--- config.mk ---
export PLATFORM = sky130hd
export DESIGN_NAME = e203_exu_flush_arb
export DESIGN_NICKNAME = d
export VERILOG_FILES = /design/src/rtl/e203_exu_flush_arb.sv
export SDC_FILE = /design/constraint.sdc
export NUM_CORES = 1
export LEC_CHECK = 0
export ABC_AREA = 1
export CAP_MARGIN = 20
export CORE_AREA = 2 2 116 118
export DETAILED_ROUTE_END_ITERATION = 16
export DIE_AREA = 0 0 118 120
export PLACE_DENSITY = 0.86
export SLEW_MARGIN = 25
export SYNTH_ARGS = -nofsm -noshare
export SYNTH_HDL_FRONTEND = slang
export SYNTH_SLANG_ARGS = --single-unit
--- constraint.sdc ---
create_clock -name clk -period 2.04 [get_ports clk]
set_clock_uncertainty 0.05 [all_clocks]
set_input_delay 0.51 -clock clk [delete_from_list [all_inputs] [get_ports clk]]
set_output_delay 0.51 -clock clk [all_outputs]
set_load 0.1 [all_outputs]
--- src/rtl/e203_exu_flush_arb.sv ---
// Flush arbiter: merges debug, exception and branch flush requests onto the single IFU flush port.
// Optional PC forwarding path is enabled with `define E203_FLUSH_ARB_PC_EN.
module e203_exu_flush_arb #(
  parameter int unsigned PC_W = 32
) (
  input  logic            clk,
  input  logic            rst_n,

  input  logic            dbg_flush_req,
  input  logic [PC_W-1:0] dbg_flush_add_op1,
  input  logic [PC_W-1:0] dbg_flush_add_op2,
  output logic            dbg_flush_ack,

  input  logic            excp_flush_req,
  input  logic [PC_W-1:0] excp_flush_add_op1,
  input  logic [PC_W-1:0] excp_flush_add_op2,
  output logic            excp_flush_ack,

  input  logic            brch_flush_req,
  input  logic [PC_W-1:0] brch_flush_add_op1,
  input  logic [PC_W-1:0] brch_flush_add_op2,
  output logic            brch_flush_ack,

  output logic            pipe_flush_req,
  input  logic            pipe_flush_ack,
  output logic [PC_W-1:0] pipe_flush_add_op1,
  output logic [PC_W-1:0] pipe_flush_add_op2,

`ifdef E203_FLUSH_ARB_PC_EN
  input  logic [PC_W-1:0] dbg_flush_pc,
  input  logic [PC_W-1:0] excp_flush_pc,
  input  logic [PC_W-1:0] brch_flush_pc,
  output logic [PC_W-1:0] pipe_flush_pc,
`endif

  output logic            flush_pulse,
  output logic            arb_busy,
  output logic [7:0]      flush_cnt
);

  localparam logic [0:0] ST_IDLE = 1'b0;
  localparam logic [0:0] ST_HOLD = 1'b1;

  localparam logic [1:0] ID_NONE = 2'd0;
  localparam logic [1:0] ID_DBG  = 2'd1;
  localparam logic [1:0] ID_EXCP = 2'd2;
  localparam logic [1:0] ID_BRCH = 2'd3;

  logic [0:0]      state_q, state_d;
  logic [1:0]      id_q, id_d;
  logic [PC_W-1:0] op1_q, op1_d;
  logic [PC_W-1:0] op2_q, op2_d;
  logic [7:0]      cnt_q, cnt_d;

  logic [1:0]      win_id;
  logic [PC_W-1:0] win_op1;
  logic [PC_W-1:0] win_op2;
  logic [1:0]      gnt_id;
  logic            held_req;

`ifdef E203_FLUSH_ARB_PC_EN
  logic [PC_W-1:0] pc_q, pc_d;
  logic [PC_W-1:0] win_pc;
`endif

  // Fixed-priority pick among live requests: dbg > excp > brch.
  always_comb begin
    win_id  = ID_NONE;
    win_op1 = '0;
    win_op2 = '0;
`ifdef E203_FLUSH_ARB_PC_EN
    win_pc  = '0;
`endif
    if (dbg_flush_req) begin
      win_id  = ID_DBG;
      win_op1 = dbg_flush_add_op1;
      win_op2 = dbg_flush_add_op2;
`ifdef E203_FLUSH_ARB_PC_EN
      win_pc  = dbg_flush_pc;
`endif
    end else if (excp_flush_req) begin
      win_id  = ID_EXCP;
      win_op1 = excp_flush_add_op1;
      win_op2 = excp_flush_add_op2;
`ifdef E203_FLUSH_ARB_PC_EN
      win_pc  = excp_flush_pc;
`endif
    end else if (brch_flush_req) begin
      win_id  = ID_BRCH;
      win_op1 = brch_flush_add_op1;
      win_op2 = brch_flush_add_op2;
`ifdef E203_FLUSH_ARB_PC_EN
      win_pc  = brch_flush_pc;
`endif
    end
  end

  // Whether the requester owning the held grant is still asking.
  always_comb begin
    case (id_q)
      ID_DBG:  held_req = dbg_flush_req;
      ID_EXCP: held_req = excp_flush_req;
      ID_BRCH: held_req = brch_flush_req;
      default: held_req = 1'b0;
    endcase
  end

  // Next-state and IFU-side outputs; HOLD replays the latched grant and ignores newcomers.
  always_comb begin
    state_d            = state_q;
    id_d               = id_q;
    op1_d              = op1_q;
    op2_d              = op2_q;
`ifdef E203_FLUSH_ARB_PC_EN
    pc_d               = pc_q;
    pipe_flush_pc      = '0;
`endif
    gnt_id             = ID_NONE;
    pipe_flush_req     = 1'b0;
    pipe_flush_add_op1 = '0;
    pipe_flush_add_op2 = '0;

    case (state_q)
      ST_IDLE: begin
        if (win_id != ID_NONE) begin
          gnt_id             = win_id;
          pipe_flush_req     = 1'b1;
          pipe_flush_add_op1 = win_op1;
          pipe_flush_add_op2 = win_op2;
`ifdef E203_FLUSH_ARB_PC_EN
          pipe_flush_pc      = win_pc;
`endif
          if (!pipe_flush_ack) begin
            state_d = ST_HOLD;
            id_d    = win_id;
            op1_d   = win_op1;
            op2_d   = win_op2;
`ifdef E203_FLUSH_ARB_PC_EN
            pc_d    = win_pc;
`endif
          end
        end
      end
      ST_HOLD: begin
        gnt_id             = id_q;
        pipe_flush_req     = 1'b1;
        pipe_flush_add_op1 = op1_q;
        pipe_flush_add_op2 = op2_q;
`ifdef E203_FLUSH_ARB_PC_EN
        pipe_flush_pc      = pc_q;
`endif
        // Completion or abandonment by the requester both release the port.
        if (pipe_flush_ack || !held_req) begin
          state_d = ST_IDLE;
        end
      end
      default: begin
        state_d = ST_IDLE;
      end
    endcase
  end

  assign flush_pulse    = pipe_flush_req & pipe_flush_ack;
  assign dbg_flush_ack  = flush_pulse & (gnt_id == ID_DBG);
  assign excp_flush_ack = flush_pulse & (gnt_id == ID_EXCP);
  assign brch_flush_ack = flush_pulse & (gnt_id == ID_BRCH);

  assign cnt_d     = flush_pulse ? cnt_q + 8'd1 : cnt_q;
  assign arb_busy  = (state_q == ST_HOLD);
  assign flush_cnt = cnt_q;

  always_ff @(posedge clk or negedge rst_n) begin
    if (!rst_n) begin
      state_q <= ST_IDLE;
      id_q    <= ID_NONE;
      op1_q   <= '0;
      op2_q   <= '0;
      cnt_q   <= '0;
    end else begin
      state_q <= state_d;
      id_q    <= id_d;
      op1_q   <= op1_d;
      op2_q   <= op2_d;
      cnt_q   <= cnt_d;
    end
  end

`ifdef E203_FLUSH_ARB_PC_EN
  always_ff @(posedge clk or negedge rst_n) begin
    if (!rst_n) begin
      pc_q <= '0;
    end else begin
      pc_q <= pc_d;
    end
  end
`endif

endmodule
## Word level (Yosys, flattened, before mapping)

Cells that the tools add are included.

- Flip-flop bits (word level): 75
- Latch bits: 0
- Memory bits (writable): 0
- Memory bits (read-only): 0
- Input port bits: 198
- Output and inout bits: 78
- Memories kept: 0

- $add $sub $neg: 1
- Multipliers: 0
- Div/mod/pow operators: 0
- $lt $le $gt $ge: 0
- Equal/unequal tests: 6
- Shift operators: 0
- Mux-type cells: 22
- Bitwise logic cells: 6
- Reductions and logical operators: 4

Operators with widths:

| cell | number |
|---|---|
| two-way mux 32 bit | 8 |
| one-hot mux 32 bit (2 select lines) | 2 |
| adder 8 x 1 -> 8 bit, second input constant | 1 |
| equality test 2 bit, second input constant | 4 |
| two-way mux 2 bit | 4 |
| AND 1 bit | 4 |
| equality test 2 x 1 -> 1 bit, second input constant | 2 |
| two-way mux 1 bit | 4 |
| one-hot mux 1 bit (2 select lines) | 2 |
| one-hot mux 2 bit (2 select lines) | 1 |
| one-hot mux 1 bit (3 select lines) | 1 |
| AND reduction 3 bit | 1 |
| inverter 1 bit | 2 |
| nonzero test 2 bit | 1 |
| zero test 1 bit | 1 |
| logical OR 1 bit | 1 |

## Longest topological paths before layout

Gate-level depths: netlist (run 1).

- Depth after elaboration: 8
- Gate-level depth with buffers: 8
- Gate-level depth less buffers: 7

## Worst setup path after synthesis (run 1)

OpenSTA, ideal clock, no wires.

- Path kind: register -> output
- Start: register state_q (netlist: arb_busy)
- End: output dbg_flush_ack
- Arrival time: 3.969 ns
- Path slack: -2.489 ns
- Cell stages (with the launch flop): 8
- Path buffers: 1
- Cell sequence: dfrtp_1 -> buf_4 -> nor2_1 -> nand2_1 -> nand2_1 -> inv_2 -> nand2_1 -> nor2_1

- Longest elaborated chain between the ends: 4
- Elaborated cells between the ends (all ways): 6

RTL lines:

| item | RTL line | RTL |
|---|---|---|
| start: declaration | 49 | `logic [0:0] state_q, state_d;` |
| start signal: assignment | 180 | `state_q <= state_d;` |
| inverter 1 bit (no line) | n/a |  |
| one-hot mux 1 bit (2 select lines) (*) | 123 | `case (state_q)` |
| net pipe_flush_req | 24 | `output logic pipe_flush_req,` |
| AND 1 bit (*) | 163 | `assign flush_pulse = pipe_flush_req & pipe_flush_ack;` |
| net flush_pulse | 36 | `output logic flush_pulse,` |
| AND 1 bit (*) | 164 | `assign dbg_flush_ack = flush_pulse & (gnt_id == ID_DBG);` |
| end: declaration | 12 | `output logic dbg_flush_ack,` |

The timed path passes the listed nets; every way through them passes the cells marked *.

## Worst setup path in the final report (run 1)

- Start: input excp_flush_add_op2[13]
- End: output pipe_flush_add_op2[13]

- Longest elaborated chain between the ends: 4

RTL lines:

| item | RTL line | RTL |
|---|---|---|
| start: declaration | 16 | `input logic [PC_W-1:0] excp_flush_add_op2,` |
| two-way mux 32 bit | 81 | `end else if (excp_flush_req) begin` |
| two-way mux 32 bit | 74 | `if (dbg_flush_req) begin` |
| two-way mux 32 bit | 125 | `if (win_id != ID_NONE) begin` |
| one-hot mux 32 bit (2 select lines) | 123 |  |
| end: declaration | 27 | `output logic [PC_W-1:0] pipe_flush_add_op2,` |

Every way passes these cells.

==> flow_metrics.py, run 1 <==
metrics = {
    "die": {
        "core-area_sq_um": 13000,
        "die-height_um": 120,
        "start_util": 0.393,
        "die_area_sq_um": 14200,
        "rows": 42,
        "ios": 276,
        "die_w_um": 118,
    },
    "timing": {
        "worst_slew_margin_rel": 0.593,
        "finalCritPeriodShare": 1.23,
        "fin_ws_ns": -0.478,
        "worstMarginPinSlew_ns": 0.610,
        "setup_viol": 72,
        "clock.fmax_mhz": 397,
        "finalHoldViolCount": 0,
        "rsz0062_at_grt": "yes",
        "finalMaxSlewViolations": 0,
        "finalCriticalPeriod_ns": 2.52,
    },
    "yosys": {
        "synth_ff_type": "dfrtp_1",
        "yosys_register_bits": 75,
        "synth_edf_count": 0,
        "synthArstFlopShare": 1.00,
        "synth_top_cell_area_share": 0.368,
        "postSynthCellCount": 790,
        "yosys_warnings": 0,
        "postSynthAreaPerCell_sq_um": 6.46,
        "synth.cell_area_sq_um": 5100,
        "yosysSeqAreaShare": 0.368,
        "synth_top_area_cell": "dfrtp_1",
        "synth_area_leaders": "dfrtp_1, nand2_1, o21ai_1, a21oi_1, or2_0",
        "syn-num-nets": 989,
        "ys_types": 24,
    },
    "cts": {
        "cts_hold_buffers": 0,
        "clk_latency_ns": 0.34,
        "cts_max_path_buffers": 2,
        "htreeDepth": 3,
        "clk_pin_slew_worst_paths_ns": 0.07,
        "root_buffer": "clkbuf_16",
        "cts_sinks": 75,
        "cts_buffers": 9,
        "cts_tree": "built",
    },
    "layout": {
        "synthToLayoutAreaGrowth_pct": 135,
        "mostFrequentLayoutCells": "nand2_1, clkdlybuf4s50_1, buf_12, buf_4, nand2_2",
        "final_common_cell": "nand2_1",
        "nets": 1351,
        "drive_gt1_frac": 0.389,
        "layout.area.seq_sq_um": 1880,
        "fin_cells": 1333,
        "multi_input_area_sq_um": 4350,
        "fillers": 434,
    },
    "global_routing": {
        "grt-ovfl-total": 0,
        "grt_max_degree": 60,
        "grt_pass1_vias": 7740,
        "grt_pass1_wl_um": 42200,
        "track_usage": 0.381,
        "antenna_found_initial": 3,
    },
    "min_path": {
        "hold_path_class": "in2async",
    },
    "critical_path": {
        "worst-endpoint-required_ns": 1.48,
        "cp_cell_sequence": "clkdlybuf4s50_1 -> a21oi_1 -> nand2_2 -> nand2_2 -> o21ai_4 -> buf_12",
        "cp.buffers_inverters": 2,
        "cp-start-kind": "input pin",
        "cp_common_cell": "nand2_2",
        "criticalPathCategory": "in2out",
        "crit_slowest_cell": "a21oi_1",
        "cp_max_fo": 2,
        "arrival_ns": 1.96,
        "r2r_slack_ns": -0.21,
        "crit_family": "buffers and inverters",
        "cp_slowest_stage_delay_ns": 0.52,
        "end_kind": "output pin",
    },
    "power_and_ir_drop": {
        "swShare": 0.502,
        "leakage_nw": 5.23,
        "p_seq_frac": 0.190,
        "clockPowerShare": 0.149,
        "p_total_w": 0.0120,
        "ir_drop_uv": 665,
        "power-per-cell-area_nw_per_um2": 1000,
        "combPwrFrac": 0.661,
        "p_int_w": 0.00600,
        "power_switching_w": 0.00604,
    },
    "route": {
        "drt_iter0_drc": 671,
        "wl_per_cell_um": 25.1,
        "antenna_left": 0,
        "wirelength_um": 33400,
        "vias_per_cell": 5.99,
        "drc_errors": 0,
        "vias": 7983,
        "firstDrtPassIters": 7,
    },
    "run_status": {
        "violations": "negative setup slack",
        "status": "complete, but fails checks",
    },
    "run": {
        "cap_violations": 0,
    },
    "placement": {
        "gp_congestion": 0.846,
        "dp_hpwl_um": 15200,
        "dpl.cell_count": 1264,
        "portBuffers": 275,
    },
}
flip-flops by register name (all words and copies together) (netlist names):
name / flops
flush_cnt: 8
id_q: 2
op1_q: 32
arb_busy: 1
op2_q: 32
power groups by stage:
stage / Clock [W] / Sequential [W] / Combinational, W
3_5_place_dp: 0 / 0.00217 / 0.00697
3_3_place_gp: 0 / 0.00214 / 0.00685
6_report: 0.00179 / 0.00228 / 0.00796
5_1_grt: 0.00187 / 0.00230 / 0.00813
4_1_cts: 0.00175 / 0.00217 / 0.00731
2_1_floorplan: 0 / 0.00248 / 0.00399
metrics by stage:
step	setup TNS, ns	area (sq um)	worst slack, ns	hold slack (ns)	utilization
after global routing	-19.22	12000	-0.629	0.0753	0.924
after CTS	-14.77	11400	-0.261	0.0534	0.878
after detailed placement	-60.95	10300	-0.752	0.406	0.794
after global placement	-53.57	10300	-0.683	0.405	0.794
final	-17.08	12000	-0.478	0.0510	0.924
after floorplan	-9.93	6110	-0.341	0.164	-
path summary, 6_finish.rpt:
kind / startpoint / endpoint / depth (start not counted)
worst max-delay path: excp_flush_add_op2[13] / pipe_flush_add_op2[13] / 6
worst min register to register: op1_q[15] / op1_q[15] / 2
max in group asynchronous: rst_n / op1_q[27] / 2
worst max register to register: arb_busy / op2_q[8] / 8
min in group clk: op1_q[15] / op1_q[15] / 2
worst min-delay path: rst_n / op2_q[16] / 1
logic make-up after synthesis:
group / after synthesis / share of synthesized area
AOI/OAI and AO/OA: 200 / 0.197
xor gates and xnor gates: 3 / 0.00515
adders and majority gates: 1 / 0.00245
buffers and inverters: 69 / 0.0682
DFF: 75 / 0.368
and+or+nand+nor: 442 / 0.359
Yosys cell counts (3+ instances only):
cell / count
nand2_1: 355
o21ai_1: 132
nor2_1: 16
buf_4: 10
a21oi_1: 65
buf_6: 4
clkbuf_1: 24
dfrtp_1: 75
buf_2: 17
inv_1: 10
nand3_1: 3
or2_1: 13
or2_0: 51
layout make-up:
cell class,count,area share
diodes,2,0.000417
flip-flops and latches,75,0.157
repair inverters,2,0.00146
clock inverters,2,0.00501
multi-input cells,646,0.362
inverters,12,0.00803
clock buffers,12,0.0214
repair buffers,406,0.426
well taps,176,0.0184
per-layer routing:
metal | up-vias | part of all wire | global-route usage
met4 | 2 | 0.090 | 0.245
met3 | 271 | 0.12 | 0.102
met5 | - | 0.00039 | 0
met2 | 720 | 0.47 | 0.660
met1 | 3718 | 0.33 | 0.413
li1 | 3272 | - | -
timing repair:
| item | CTS | global route |
|---|---|---|
| setup endpoints to repair | 69 | 69 |
| resized for setup | 114 | 121 |
| pin swaps | 39 | 50 |
| setup buffers | 20 | 22 |
| cloned | 11 | 6 |
worst reg2reg max path: stages (launching register included):
cell and delay (ns):
dfrtp_4 0.52, buf_12 0.16, buf_12 0.14, clkbuf_16 0.18, buf_4 0.15, nor2_2 0.14
nand2_4 0.10, buf_12 0.20, o21ai_1 0.46
(Power assumes the default switching activity.)
==> inputs of run 2 (changes only) <==
--- a/config.mk
+++ b/config.mk
@@ -6,6 +6,7 @@
 export NUM_CORES = 1
 export LEC_CHECK = 0
 export ABC_AREA = 1
+export ABC_CLOCK_PERIOD_IN_PS = 2040
 export CAP_MARGIN = 20
 export CORE_AREA = 2 2 116 118
 export DETAILED_ROUTE_END_ITERATION = 16
==> results of run 2 <==
Final layout, timing and power as in run 1 (identical DEF).
